`config.mk`:
```
export PLATFORM = sky130hd
export DESIGN_NAME = fwd_hazard_ctrl
export DESIGN_NICKNAME = d
export VERILOG_FILES = /design/src/rtl/fwd_hazard_ctrl.sv
export SDC_FILE = /design/constraint.sdc
export NUM_CORES = 1
export LEC_CHECK = 0
export ABC_AREA = 1
export CAP_MARGIN = 30
export CORE_ASPECT_RATIO = 1.1
export CORE_MARGIN = 2
export CORE_UTILIZATION = 47
export DETAILED_ROUTE_END_ITERATION = 10
export PLACE_DENSITY = 0.82
export SYNTH_ARGS = -nofsm -noshare
export SYNTH_HDL_FRONTEND = slang
export SYNTH_SLANG_ARGS = --single-unit
```
`constraint.sdc`:
```
create_clock -name clk -period 4.8 [get_ports clk]
set_clock_uncertainty 0.2 [all_clocks]
set_input_delay 1.44 -clock clk [delete_from_list [all_inputs] [get_ports clk]]
set_output_delay 1.44 -clock clk [all_outputs]
set_load 0.02 [all_outputs]
```
`src/rtl/fwd_hazard_ctrl.sv`:
```
// fwd_hazard_ctrl: per-source EX forwarding, load-use detection, mul/div EX sequencing
// and a saturating stall-cycle counter for the pipelined MIPS-32 core.
module fwd_hazard_ctrl #(
   parameter int REG_AW  = 5,
   parameter int NUM_SRC = 2,
   parameter int MD_LAT  = 4,
   parameter int CNT_W   = 16
) (
   input  logic                      clk,
   input  logic                      rst_n,
   input  logic [NUM_SRC*REG_AW-1:0] src_id_i,
   input  logic [NUM_SRC-1:0]        src_used_id_i,
   input  logic [NUM_SRC*REG_AW-1:0] src_ex_i,
   input  logic [REG_AW-1:0]         rd_ex_i,
   input  logic                      memread_ex_i,
   input  logic [REG_AW-1:0]         rd_mem_i,
   input  logic                      regwrite_mem_i,
   input  logic [REG_AW-1:0]         rd_wb_i,
   input  logic                      regwrite_wb_i,
   input  logic                      md_start_i,
   input  logic                      cnt_clr_i,
   output logic [2*NUM_SRC-1:0]      fwd_sel_o,
   output logic                      stall_fe_o,
   output logic                      bubble_ex_o,
   output logic                      md_hold_o,
   output logic                      md_done_o,
   output logic [CNT_W-1:0]          stall_cnt_o
);
   localparam int CW = (MD_LAT > 2) ? $clog2(MD_LAT) : 1;

   typedef enum logic {IDLE, BUSY} state_t;

   state_t            state_q, state_d;
   logic [CW-1:0]     cnt_q, cnt_d;
   logic [CNT_W-1:0]  stall_cnt_q, stall_cnt_d;
   logic              lu;
   logic              hold, done;

   for (genvar g = 0; g < NUM_SRC; g++) begin : g_fwd
      logic [REG_AW-1:0] s;
      assign s = src_ex_i[g*REG_AW +: REG_AW];
      assign fwd_sel_o[2*g +: 2] =
         (regwrite_mem_i && rd_mem_i != '0 && rd_mem_i == s) ? 2'b10 :
         (regwrite_wb_i  && rd_wb_i  != '0 && rd_wb_i  == s) ? 2'b01 : 2'b00;
   end

   always_comb begin
      lu = 1'b0;
      for (int k = 0; k < NUM_SRC; k++)
         if (src_used_id_i[k] && src_id_i[k*REG_AW +: REG_AW] == rd_ex_i) lu = 1'b1;
      lu = lu && memread_ex_i && rd_ex_i != '0;
   end

   always_comb begin
      state_d = state_q;
      cnt_d   = cnt_q;
      hold    = 1'b0;
      done    = 1'b0;
      if (state_q == IDLE) begin
         if (md_start_i) begin
            hold    = 1'b1;
            state_d = BUSY;
            cnt_d   = CW'(MD_LAT - 2);
         end
      end else if (cnt_q != '0) begin
         hold  = 1'b1;
         cnt_d = cnt_q - 1'b1;
      end else begin
         done    = 1'b1;
         state_d = IDLE;
      end
   end

   // Gated by rst_n so an in-flight op is dropped the moment reset asserts.
   assign md_hold_o   = hold && rst_n;
   assign md_done_o   = done && rst_n;
   assign stall_fe_o  = lu || md_hold_o;
   assign bubble_ex_o = lu && !md_hold_o;
   assign stall_cnt_o = stall_cnt_q;

   assign stall_cnt_d = cnt_clr_i ? '0 :
                        (stall_fe_o && stall_cnt_q != '1) ? stall_cnt_q + 1'b1 : stall_cnt_q;

   always_ff @(posedge clk or negedge rst_n) begin
      if (!rst_n) begin
         state_q     <= IDLE;
         cnt_q       <= '0;
         stall_cnt_q <= '0;
      end else begin
         state_q     <= state_d;
         cnt_q       <= cnt_d;
         stall_cnt_q <= stall_cnt_d;
      end
   end
endmodule

```
==> results of run 1 <==
==> through the flow <==
step,TNS (ns),power [mW],cells
floorplan,0,0.333,260
global placement,-0.305,0.420,375
detailed placement,-0.386,0.425,375
CTS,0,0.541,379
global route,0,0.579,379
finish,0,0.539,379
==> synthesized netlist by cell type <==
library cell	instances	area, sq um
a21oi_1	2	10.0
a22oi_1	1	7.51
and3_1	1	6.26
buf_2	2	10.0
buf_6	1	11.3
buf_8	1	15.0
clkbuf_1	1	3.75
clkbuf_8	1	13.8
dfrtp_1	19	475
ha_1	2	25.0
inv_1	36	135
nand2_1	71	267
nand2_2	1	6.26
nand2_4	1	11.3
nand3_1	27	135
nand3b_1	1	7.51
nand3b_4	1	20.0
nand4_1	17	106
nor2_1	30	113
nor2_2	3	18.8
nor3_1	3	15.0
nor4_1	2	12.5
o21ai_0	5	25.0
xnor2_1	11	96.3
xor2_1	20	175
==> power groups by stage <==
stage / Clock (mW) / Sequential [mW] / Combinational [mW]
finish: 0.116 / 0.187 / 0.235
global route: 0.126 / 0.189 / 0.264
CTS: 0.117 / 0.187 / 0.237
detailed placement: 0 / 0.190 / 0.236
global placement: 0 / 0.190 / 0.230
floorplan: 0 / 0.194 / 0.139
==> cell families after synthesis <==
logic type / share of synthesized area
buffers and inverters: 0.110
XOR/XNOR: 0.158
AO/OA/AOI/OAI: 0.0247
adder cells (fa/ha/maj): 0.0145
AND/OR/NAND/NOR: 0.417
flip-flops: 0.276
==> routing by layer <==
layer,wire [microns],up-vias
li1,-,969
met1,1870,843
met2,2090,64
met3,296,7
met4,53,0
met5,0,-
==> cell usage in the layout, fill, tap and decap left out <==
| cell | Yosys | final |
|---|---|---|
| nand2_1 | 71 | 71 |
| clkdlybuf4s50_1 | 0 | 61 |
| inv_1 | 36 | 36 |
| nor2_1 | 30 | 30 |
| nand3_1 | 27 | 27 |
| xor2_1 | 20 | 20 |
| dfrtp_1 | 19 | 19 |
| nand4_1 | 17 | 17 |
| xnor2_1 | 11 | 11 |
| dlygate4sd2_1 | 0 | 6 |
| o21ai_0 | 5 | 4 |
| buf_4 | 0 | 4 |
| nor3_1 | 3 | 3 |
| nor2_2 | 3 | 3 |
| clkbuf_8 | 1 | 3 |
| nor4_2 | 0 | 2 |
| a21oi_1 | 2 | 2 |
| ha_1 | 2 | 2 |
| o21ai_1 | 0 | 1 |
| nand2_2 | 1 | 1 |
| nand3b_4 | 1 | 1 |
| nand2_4 | 1 | 1 |
| and3_1 | 1 | 1 |
| a22oi_1 | 1 | 1 |
| nand3b_1 | 1 | 1 |
| clkbuf_1 | 1 | 1 |
==> layout make-up <==
| type | instances | area, sq um |
|---|---|---|
| fillers | 333 | 1090 |
| multi-input cells | 199 | 1070 |
| repair buffers | 71 | 693 |
| flip-flops and latches | 19 | 475 |
| inverters | 36 | 135 |
| well taps | 50 | 62.6 |
| clock buffers | 4 | 45.0 |
==> worst paths after layout <==
path	cells after the start	end	slack (ns)
max	7	fwd_sel_o[0]	0.21
min	2	cnt_q[1]$_DFFE_PN0P_	0.35
max reg2reg	8	stall_cnt_o[0]$_DFFE_PN0P_	2.76
min reg2reg	2	cnt_q[1]$_DFFE_PN0P_	0.35
max in group asynchronous	2	stall_cnt_o[2]$_DFFE_PN0P_	2.84
min in group asynchronous	2	stall_cnt_o[3]$_DFFE_PN0P_	1.35
==> worst max-delay path, stage by stage <==
cell and delay [ns]:
clkdlybuf4s50_1 0.54, nor2_1 0.07, nand2_1 0.06, o21ai_1 0.09, nor4_2 0.32, nor3_1 0.09, dlygate4sd2_1 0.33
==> flip-flops by register name, summed over array words and instances, names as in the netlist <==
signal and flops:
state_q 1, cnt_q 2, stall_cnt_o 16
==> summary.md, run 1 <==
| Metric | Value |
|---|---|
| Status | `complete, no violations` |
| DP Area | `2430 sq um` |
| IO Count | `68` |
| H-tree levels | `1` |
| Port Buffers | `67` |
| Dpl hpwl | `3330 microns` |
| Antenna diodes | `0` |
| Post_cts resized | `9` |
| Total CTS buffers | `3` |
| Setup crit end kind | `output port` |
| Die area | `4160 sq um` |
| Hold WC Path Type | `reg -> reg` |
| Switching power | `201 uW` |
| Switching part of the total | `0.374` |
| GRT overflow | `0` |
| WL final | `4310 microns` |
| Met2 Resource Use GR | `0.404` |
| Setup ws final | `0.213 ns` |
| Sequential power share | `0.347` |
| Hold buffer count at cts | `0` |
| Hold Crit Start | `cnt_q[1]$_DFFE_PN0P_` |
| RD Place Congestion | `0.814` |
| Post-Synthesis Cells | `260` |
| Gr usage total | `0.235` |
| CP required | `3.16 ns` |
| CP Launch Type | `input port` |
| Vias per cell | `4.97` |
| Core area | `3570 sq um` |
| Clock share of power | `0.216` |
| Syn Std Cell Area | `~1700 sq um` |
| RSZ-0062 raised after global routing | `false` |
| Internal power | `about 340 uW` |
| Slew of the pin with the lowest slew margin | `0.911 ns` |
| Comb power frac | `0.436` |
| Max cap viols | `0` |
| Yosys warning count | `0` |
| Worst flop-to-flop path startpoint | `stall_cnt_o[0]$_DFFE_PN0P_` |
| Row cnt | `23` |
| Gr busiest metal | `met2` |
| Clock Sinks | `19` |
| Met3 Usage GRT | `0.0402` |
| Seq cells post-synth | `19` |
| Final hold slack | `between 0.3 and 0.4 ns` |
| WP data arrival | `2.95 ns` |
| 1st-iter DRT viols | `93` |
| CP Launch Point | `rd_mem_i[0]` |
| Global-route wire length before repair | `7570 microns` |
| Post-CTS setup buffers | `0` |
| DR vias | `1883` |
| Final hold vios | `0` |
| Fraction of layout cells with a size suffix above 1 | `0.0456` |
| Post-route cell area | `between 2000 and 2500 sq um` |
| Vias in the first global route | `1810` |
| CTS tree | `yes` |
| Clock Tree Buf Depth | `2` |
| Drt pass-1 iters | `4` |
| Final #Nets | `~380` |
| Final core area utilization | `0.695` |
| Worst-path maximum fanout | `3` |
| Clk slew on worst S/H paths | `about 0.070 ns` |
| Final Cycle Share | `0.956` |
| Max Slew Vio Count | `0` |
| Initial antenna violation count | `0` |
| Tmin final | `4.59 ns` |
| Fmax | `roughly 0.22 GHz` |
| Relative slew slack | `0.392` |
| Height of the die | `roughly 67 microns` |
| Power Dens Cells | `217 nW/um^2` |
| Sequential area share after synthesis | `0.276` |
| Die X-Extent | `61.7 microns` |
| Layout Area Growth over Synthesis | `44.1%` |
| Initial Util | `0.482` |
| Met1 usage | `0.298` |
| Detail Route Antenna Nets | `0` |
| Pre-CTS WS | `-0.134 ns` |
| Mean Syn Cell Area | `6.62 sq um` |
| Crit Path Category | `in -> out` |
| Pin count of the biggest net entering global routing | `33` |
| Root buffer cell | `clkbuf_8` |
| Clk_lat worst skew | `0.26 ns` |
| Final Setup Violations | `0` |
| Library cells used by synthesis | `25` |
| Static Leak | `between 1 and 1.5 nW` |
| Wire per inst | `~11 microns` |
| Worst VDD drop | `0.000214 V` |
| Mapped Nets | `306` |
| Drt drc | `0` |
(Power assumes the default switching activity.)
==> inputs of run 2 (changes only) <==
CORE_UTILIZATION = 40   (was 47)
PLACE_DENSITY = 0.74   (was 0.82)
clock period = 4.1 ns   (was 4.8 ns; I/O delays follow)
==> run 2 against run 1 <==
Against the previous run: core utilization shrank 9.6 points; setup slack got worse by 0.089 ns; total power grew 19%; routed wire length is 1.1% higher; sequential share of layout area shrank 0.38 points; global-route usage fell by 4.1 points; sequential power up 18%; final cell count increased by 3.2%; die area increased by 16%; flip-flop and latch count stayed put; hold slack got worse by 0.0027 ns; non-clock buffer count increased by 8; largest cell class unchanged.
==> summary.md, run 2 (synthesized netlist as in run 1, its figures left out) <==
| Metric | Value |
|---|---|
| Status | `complete, no violations` |
| Layout Area Growth over Synthesis | `47.0%` |
| Port Buffers | `67 (unchanged)` |
| Wire per inst | `11.1 microns (-2.0%)` |
| WL final | `4360 microns (+1.1%)` |
| RD Place Congestion | `0.882 (+8.3%)` |
| Pin count of the biggest net entering global routing | `33 (unchanged)` |
| CP max stage cell | `clkdlybuf4s50_1` |
| Worst-path maximum fanout | `3 (unchanged)` |
| Fmax | `0.252 GHz` |
| Worst r2r path cells | `8 (unchanged)` |
| Antenna diodes | `0 (unchanged)` |
| Drt drc | `0 (unchanged)` |
| CTS tree | `yes` |
| WP data arrival | `2.55 ns (-0.40 ns)` |
| Initial antenna violation count | `0 (unchanged)` |
| Final core area utilization | `0.599 (-0.0959)` |
| Critical Path Max Stage Delay | `0.49 ns (-0.05 ns)` |
| IO Count | `68 (unchanged)` |
| Gr usage total | `0.193 (-0.0411)` |
| Final hold vios | `0 (unchanged)` |
| Final Cycle Share | `0.970` |
| Relative slew slack | `0.395 (+0.00342)` |
| Most frequent cells in the layout | `nand2_1, clkdlybuf4s50_1, inv_1` |
| Vias in the first global route | `1747 (-3.5%)` |
| Root buffer cell | `clkbuf_8` |
| Power Dens Cells | `253 nW/um^2 (+17%)` |
| Gr busiest metal | `met2` |
| Clk_lat worst skew | `0.26 ns (about the same)` |
| Cells after DPL | `387 (+3.2%)` |
| Clock Sinks | `19 (unchanged)` |
| Total CTS buffers | `3 (unchanged)` |
| Hold buffer count at cts | `0 (unchanged)` |
| Met2 Resource Use GR | `0.350 (-0.0539)` |
| Fraction of layout cells with a size suffix above 1 | `0.0890 (+0.0434)` |
| Post-route insts no fill | `391 (+3.2%)` |
| Initial Util | `0.408 (-0.0748)` |
| Met3 Usage GRT | `0.0355 (-0.00474)` |
| Final TNS setup | `0 ns (unchanged)` |
| GRT overflow | `0 (unchanged)` |
| Clock Tree Buf Depth | `2 (unchanged)` |
| H-tree levels | `1 (unchanged)` |
| Height of the die | `72.8 microns (+7.9%)` |
| Die X-Extent | `66.6 microns (+7.9%)` |
| Crit Path Category | `in -> out` |
| Static Leak | `1.31 nW (+2.8%)` |
| Met1 usage | `0.233 (-0.0645)` |
| CP Launch Type | `input port` |
| Max Slew Vio Count | `0 (unchanged)` |
| Dpl hpwl | `3480 microns (+4.6%)` |
| Post-CTS setup buffers | `0 (unchanged)` |
| Pre-CTS WS | `-0.404 ns (-0.270 ns)` |
| Setup crit end kind | `output port` |
| Hold WC Path Type | `reg -> reg` |
| Die area | `4850 sq um (+16%)` |
| Worst VDD drop | `0.000144 V (-33%)` |
| Max cap viols | `0 (unchanged)` |
| Core area | `4220 sq um (+18%)` |
| DR vias | `1891 (+0.42%)` |
| Final #Nets | `384 (+2.1%)` |
| Detail Route Antenna Nets | `0 (unchanged)` |
| Row cnt | `25 (+8.7%)` |
| Drt pass-1 iters | `4 (unchanged)` |
| Final Setup Violations | `0 (unchanged)` |
| Slew of the pin with the lowest slew margin | `0.906 ns (-0.00513 ns)` |
| Setup ws final | `0.125 ns (-0.0885 ns)` |
| Max reg flops | `16 (unchanged)` |
| Critical path, cell by cell | `clkdlybuf4s50_1 -> nor2_1 -> nand2_1 -> o21ai_1 -> nor4_2 -> nor3_1 -> buf_2` |
| Commonest non-fill, non-tap cell in the layout | `nand2_1` |
| 1st-iter DRT viols | `139 (+49%)` |
| Vias per cell | `4.84 (-2.7%)` |
| CP required | `2.67 ns (-0.49 ns)` |
| Clk slew on worst S/H paths | `0.07 ns (about the same)` |
| Global-route wire length before repair | `7470 microns (-1.3%)` |
| Tmin final | `around 4.0 ns` |
| Post_cts resized | `20 (+11)` |
| Hold Path Cell Cnt | `2 (unchanged)` |
-- run 2: changes by cell type in the layout (fill, tap and decap cells not counted), moves of 3 or more --
cell           before  now
dlygate4sd2_1       6    0
clkbuf_2            0    3
buf_4               4   12
buf_2               0    3
-- run 2: power by group --
group / switching, mW / leakage [nW] / internal (mW)
clock network: 0.0641 / 0.0228 / 0.0692
logic: 0.157 / 1.03 / 0.130
registers: 0.0120 / 0.257 / 0.208
total: 0.234 / 1.31 / 0.408
-- run 2: worst paths after layout --
path,start,end,slack (ns)
max reg2reg,stall_cnt_o[0]$_DFFE_PN0P_,stall_cnt_o[10]$_DFFE_PN0P_,2.05
min in group asynchronous,rst_n,stall_cnt_o[13]$_DFFE_PN0P_,1.18
max in group asynchronous,rst_n,stall_cnt_o[11]$_DFFE_PN0P_,2.31
min,cnt_q[1]$_DFFE_PN0P_,cnt_q[1]$_DFFE_PN0P_,0.35
min reg2reg,cnt_q[1]$_DFFE_PN0P_,cnt_q[1]$_DFFE_PN0P_,0.35
max,rd_mem_i[3],fwd_sel_o[0],0.12
-- run 2: final cells by class --
cell class | instances | area, sq um
fill | 395 | 1690
multi-input combinational | 199 | 1070
timing repair buffer | 79 | 733
sequential | 19 | 475
inverter | 36 | 135
tap | 54 | 67.6
clock buffer | 4 | 45.0
-- run 2: per-stage QoR --
step	total power, mW	area [sq um]	hold slack, ns
after floorplan	0.390	1720	0.304
after global placement	0.513	2500	0.327
after detailed placement	0.518	2500	0.343
after CTS	0.649	2540	0.354
after global routing	0.687	2530	0.378
final	0.641	2530	0.346
-- run 2: routing by layer --
metal / share of wire / vias to the layer above
met3: 0.057 / 7
met4: 0.013 / 0
met2: 0.52 / 63
met1: 0.41 / 837
li1: - / 984
met5: 0 / -
-- run 2: critical path, delay by kind of cell --
family                 cells  cell delay, ns
buffers and inverters      2            0.68
AND/OR/NAND/NOR            4            0.43
AO/OA/AOI/OAI              1            0.22
